**src/rtl/fifo_pkt_drainer.sv**
```systemverilog
// fifo_pkt_drainer: drains sync_fifo words into a packetised valid/ready stream.
// Define STREAM_CKSUM_EN to append an XOR checksum beat after every PKT_LEN data words.
module fifo_pkt_drainer #(
    parameter int DW      = 16,
    parameter int PKT_LEN = 4,
    parameter int CW      = 16
) (
    input  logic          clk,
    input  logic          rstn,
    input  logic          en,
    input  logic          fifo_empty,
    input  logic [DW-1:0] fifo_dout,
    output logic          fifo_rd_en,
    output logic          out_valid,
    input  logic          out_ready,
    output logic [DW-1:0] out_data,
    output logic          out_last,
    output logic [CW-1:0] pkt_cnt
);
    logic [DW-1:0] mem [2];
    logic          wr_ptr, rd_ptr, inflight, pop_now, last_word;
    logic [1:0]    count;
    logic [2:0]    occ;
    logic [15:0]   idx;

    assign last_word  = idx == 16'(PKT_LEN - 1);
    assign occ        = 3'(count) + 3'(inflight) - 3'(pop_now);
    assign fifo_rd_en = rstn && en && !fifo_empty && occ < 3'd2;

`ifdef STREAM_CKSUM_EN
    typedef enum logic {DATA, CKSUM} state_t;
    state_t        state;
    logic [DW-1:0] acc;

    assign pop_now   = state == DATA && count != 2'd0 && out_ready;
    assign out_valid = (state == DATA && count != 2'd0) || state == CKSUM;
    assign out_data  = state == CKSUM ? acc : mem[rd_ptr];
    assign out_last  = state == CKSUM;

    always_ff @(posedge clk or negedge rstn) begin
        if (!rstn) begin
            state   <= DATA;
            acc     <= '0;
            idx     <= '0;
            pkt_cnt <= '0;
        end else if (state == CKSUM) begin
            if (out_ready) begin
                state   <= DATA;
                acc     <= '0;
                idx     <= '0;
                pkt_cnt <= pkt_cnt + CW'(1);
            end
        end else if (pop_now) begin
            acc <= acc ^ mem[rd_ptr];
            if (last_word) state <= CKSUM;
            else idx <= idx + 16'd1;
        end
    end
`else
    assign pop_now   = count != 2'd0 && out_ready;
    assign out_valid = count != 2'd0;
    assign out_data  = mem[rd_ptr];
    assign out_last  = count != 2'd0 && last_word;

    always_ff @(posedge clk or negedge rstn) begin
        if (!rstn) begin
            idx     <= '0;
            pkt_cnt <= '0;
        end else if (pop_now) begin
            idx <= last_word ? 16'd0 : idx + 16'd1;
            if (last_word) pkt_cnt <= pkt_cnt + CW'(1);
        end
    end
`endif

    // FIFO data arrives one cycle after the pop, so capture follows inflight
    always_ff @(posedge clk or negedge rstn) begin
        if (!rstn) begin
            mem[0]   <= '0;
            mem[1]   <= '0;
            wr_ptr   <= 1'b0;
            rd_ptr   <= 1'b0;
            count    <= 2'd0;
            inflight <= 1'b0;
        end else begin
            inflight <= fifo_rd_en;
            if (inflight) begin
                mem[wr_ptr] <= fifo_dout;
                wr_ptr      <= !wr_ptr;
            end
            if (pop_now) rd_ptr <= !rd_ptr;
            count <= 2'(occ);
        end
    end

    assert property (@(posedge clk) disable iff (!rstn) !(inflight && count == 2'd2 && !pop_now));
    assert property (@(posedge clk) disable iff (!rstn) !(pop_now && count == 2'd0));
endmodule

```
**config.mk**
```make
export PLATFORM = sky130hd
export DESIGN_NAME = fifo_pkt_drainer
export DESIGN_NICKNAME = d
export VERILOG_FILES = /design/src/rtl/fifo_pkt_drainer.sv
export SDC_FILE = /design/constraint.sdc
export NUM_CORES = 1
export LEC_CHECK = 0
export ABC_CLOCK_PERIOD_IN_PS = 7200
export BUFFER_PORTS_ARGS = -buffer_cell sky130_fd_sc_hd__buf_2
export CAP_MARGIN = 5
export CORE_MARGIN = 3
export CORE_UTILIZATION = 50
export DETAILED_ROUTE_END_ITERATION = 10
export PLACE_DENSITY = 0.83
export RECOVER_POWER = 25
export SYNTH_ARGS = -nofsm -noshare
export SYNTH_HDL_FRONTEND = slang
export SYNTH_SLANG_ARGS = --single-unit
export TNS_END_PERCENT = 20
```
**constraint.sdc**
```tcl
create_clock -name clk -period 7.2 [get_ports clk]
set_clock_uncertainty 0.15 [all_clocks]
set_input_delay 0.72 -clock clk [delete_from_list [all_inputs] [get_ports clk]]
set_output_delay 0.72 -clock clk [all_outputs]
set_load 0.01 [all_outputs]
```
==> results.md <==
- Status: finished clean
- P_int: 0.942 mW
- Critical Path AT: 3170 ps
- Nets: 332
- Crit path kind: reg2out
- DRC: 0
- Worst reg-to-reg path cell count: 8
- Clock power frac: 24.5%
- Post-synthesis register bit count: 69
- P_sw: 0.427 mW
- CTS max path bufs: 2
- Starting Density: 52.3%
- Clock Tree Root: clkbuf_8
- Chip height: 85.1 um
- Netlist cell types: 32
- Fin crit period: 4040 ps
- Maximum fanout along the worst path: 10
- Top cell type's share of synthesized area: 55.1%
- Biggest area consumer among synthesized cells: dfrtp_1
- 1st-iter DRT viols: 116
- Worst Setup EP: fifo_rd_en
- Final setup TNS: 0 ps
- Sink Count: 69
- # port buffers: 55
- Largest cells by area after synthesis: dfrtp_1 (55%), mux2_2 (18%), xnor2_1 (4.5%), xor2_1 (4.2%), nand3_1 (2.2%)
- Async set or reset register ratio after synthesis: 100%
- Mean Syn Cell Area: 12.9 sq um
- Crit Reg-Reg Startpoint: count[1]
- Vias per inst: 5.42
- Total gr overflow: 0
- Total Power: 1.37 mW
- Synth warn: 0
- Worst hold path type: reg2reg
- Gr busiest metal: met2
- Area Growth Syn to Fin: 18.5%
- Worst Setup SP: count[1]
- GRT met1 Usage: 22.7%
- Combinational power share: 30.9%
- Worst Setup End Kind: output pin
- DIE AREA: 0.00725 sq mm
- Worst skew pair latency: 350 ps
- Most frequent cells after synthesis: dfrtp_1 (69), mux2_2 (49), xnor2_1 (16), xor2_1 (15), nand3_1 (14)
- Rel. slew slack: 44.7%
- Syn nets: 268
- Clock transition at the registers of the reported paths: 80 ps
- Mapped Cells: 242
- Avg WL per Cell: 15.1 um
- Final ANT Viol Nets: 0
- Max Cap Viol: 0
- Final Setup Violations: 0
- CP Launch Type: flop
- Pin count of the biggest net entering global routing: 68
- Grt met2 use: 27.8%
- VDD IR-drop max: 261 uV
- Depth of the CTS H-tree: 3
- Worst r2r dst: inflight
- Routability cong.: 0.840
- Synthesized area: 0.00313 sq mm
- Most common cell in the netlist: dfrtp_1
- CTS Buf Count: 9
- Postcts setup bufs: 0
- Prevailing post-synth register cell: dfrtp_1
- Tcrit/Tclk final: 56.1%
- Final wirelength: 5.83 mm
- # IOs: 56
- Flop2flop setup slack: 4300 ps
- Routing usage on met3: 7.09%
- Slew of the pin with the lowest slew margin: 829 ps
- Vias in the first global route: 2076
- Leakage: 1.80 nW
- Num rows: 28
- Initial antenna violation count: 0
- Share of layout cells above drive strength 1: 41.9%
- Switch share: 31.2%
- CTS tree: done
- Tot GR Track Use: 17.6%
- First-pass GRT wire length: 9.94 mm
- Area of the core: 0.00599 sq mm
- Maximum achievable frequency: 248 MHz
- Power density of the placed cells: 369 mW/mm^2
- Vias: 2087
- HPWL after detailed placement: 4.11 mm
- Final hold violation count: 0
- Sequential group share of total power: 44.6%
- Ant. Diodes: 0
- RSZ-0062 raised after global routing: false
- DRT Pass-1 Iters: 4
- Die X: 85.1 um
- Worst EP required: 6330 ps
- Final slew viol count: 0
- Number of synthesized flops with an enable pin: 0
- Post-synthesis sequential area ratio: 55.1%
==> metal layers <==
metal	wire length, um	share of wire (%)
met1	2530	43
met2	2820	48
met3	389	6.7
met4	80	1.4
met5	0	0
==> worst min-delay path by stage <==
stage	startpoint	end	slack [ps]	depth (start not counted)
4_1_cts	rstn	mem[4]	8	1
3_3_place_gp	pkt_cnt[15]	pkt_cnt[15]	310	1
2_1_floorplan	rstn	count[0]	270	0
5_1_grt	pkt_cnt[15]	pkt_cnt[15]	340	1
3_5_place_dp	pkt_cnt[15]	pkt_cnt[15]	310	1
6_report	idx[15]	idx[15]	320	1
==> layout make-up <==
type                            count  area, sq um
Fill cell                         495         2280
Sequential cell                    69         1730
Multi-Input combinational cell    160         1350
Timing Repair Buffer               59          302
Clock buffer                        9          124
Tap cell                           75         93.8
Clock inverter                      6         88.8
Inverter                            7         26.3
==> flip-flops by register name, summed over array words and instances (netlist names) <==
register  flops
inflight      1
rd_ptr        1
mem          32
idx          16
wr_ptr        1
count         2
pkt_cnt      16
==> stage by stage <==
step                      setup slack, ps  cells  cell area (sq um)  utilization [%]  hold slack [ps]
after CTS                            3100    384               3710             61.9             7.53
after global routing                 2890    385               3710             61.9              344
after detailed placement             3440    369               3490             58.3              314
after global placement               3450    369               3490             58.3              307
after floorplan                      3700    242               3130                -              274
final                                3160    385               3710             61.9              323
==> critical path: stages, from the launching register on <==
cell	delay, ps
dfrtp_1	440
or2_2	350
nand2_2	220
clkinv_1	250
ha_1	340
inv_1	40
ha_1	180
fa_1	460
nor4_1	360
buf_2	200
==> power by group through the flow <==
stage,clock (mW),combinational (mW),sequential [mW]
finish,0.335,0.422,0.611
global route,0.365,0.470,0.631
CTS,0.345,0.432,0.611
detailed placement,0,0.427,0.618
global placement,0,0.415,0.607
floorplan,0,0.317,0.577
==> cells by family after synthesis <==
| kind of cell | Yosys count | share of synthesized area [%] |
|---|---|---|
| AOI/OAI and AO/OA | 4 | 0.999 |
| xor gates and xnor gates | 31 | 8.67 |
| adders and majority gates | 5 | 2.24 |
| buffers and inverters | 13 | 1.80 |
| DFF | 69 | 55.1 |
| muxes | 49 | 17.6 |
| and+or+nand+nor | 71 | 13.5 |
==> repair_timing <==
action	in CTS	in global routing
hold buffers	0	1
hold endpoints to repair	0	2
resized for setup	0	0
==> cells in the final DEF (no fill, tap or decap), types with 2 or more instances in the layout <==
| master | count |
|---|---|
| xor2_1 | 15 |
| or2_2 | 3 |
| clkbuf_8 | 9 |
| or3_1 | 2 |
| clkbuf_1 | 3 |
| ha_1 | 4 |
| nor3_2 | 4 |
| inv_1 | 6 |
| bufinv_16 | 2 |
| and3_1 | 3 |
| dfrtp_1 | 69 |
| buf_4 | 2 |
| nor3_1 | 4 |
| o211ai_1 | 2 |
| or4_4 | 2 |
| nand2_1 | 13 |
| nand4_1 | 8 |
| mux2_2 | 49 |
| buf_2 | 53 |
| nand3_1 | 14 |
| clkinvlp_4 | 2 |
| nor2_1 | 5 |
| xnor2_1 | 16 |
| nor4_1 | 6 |
(Power assumes the default switching activity.)
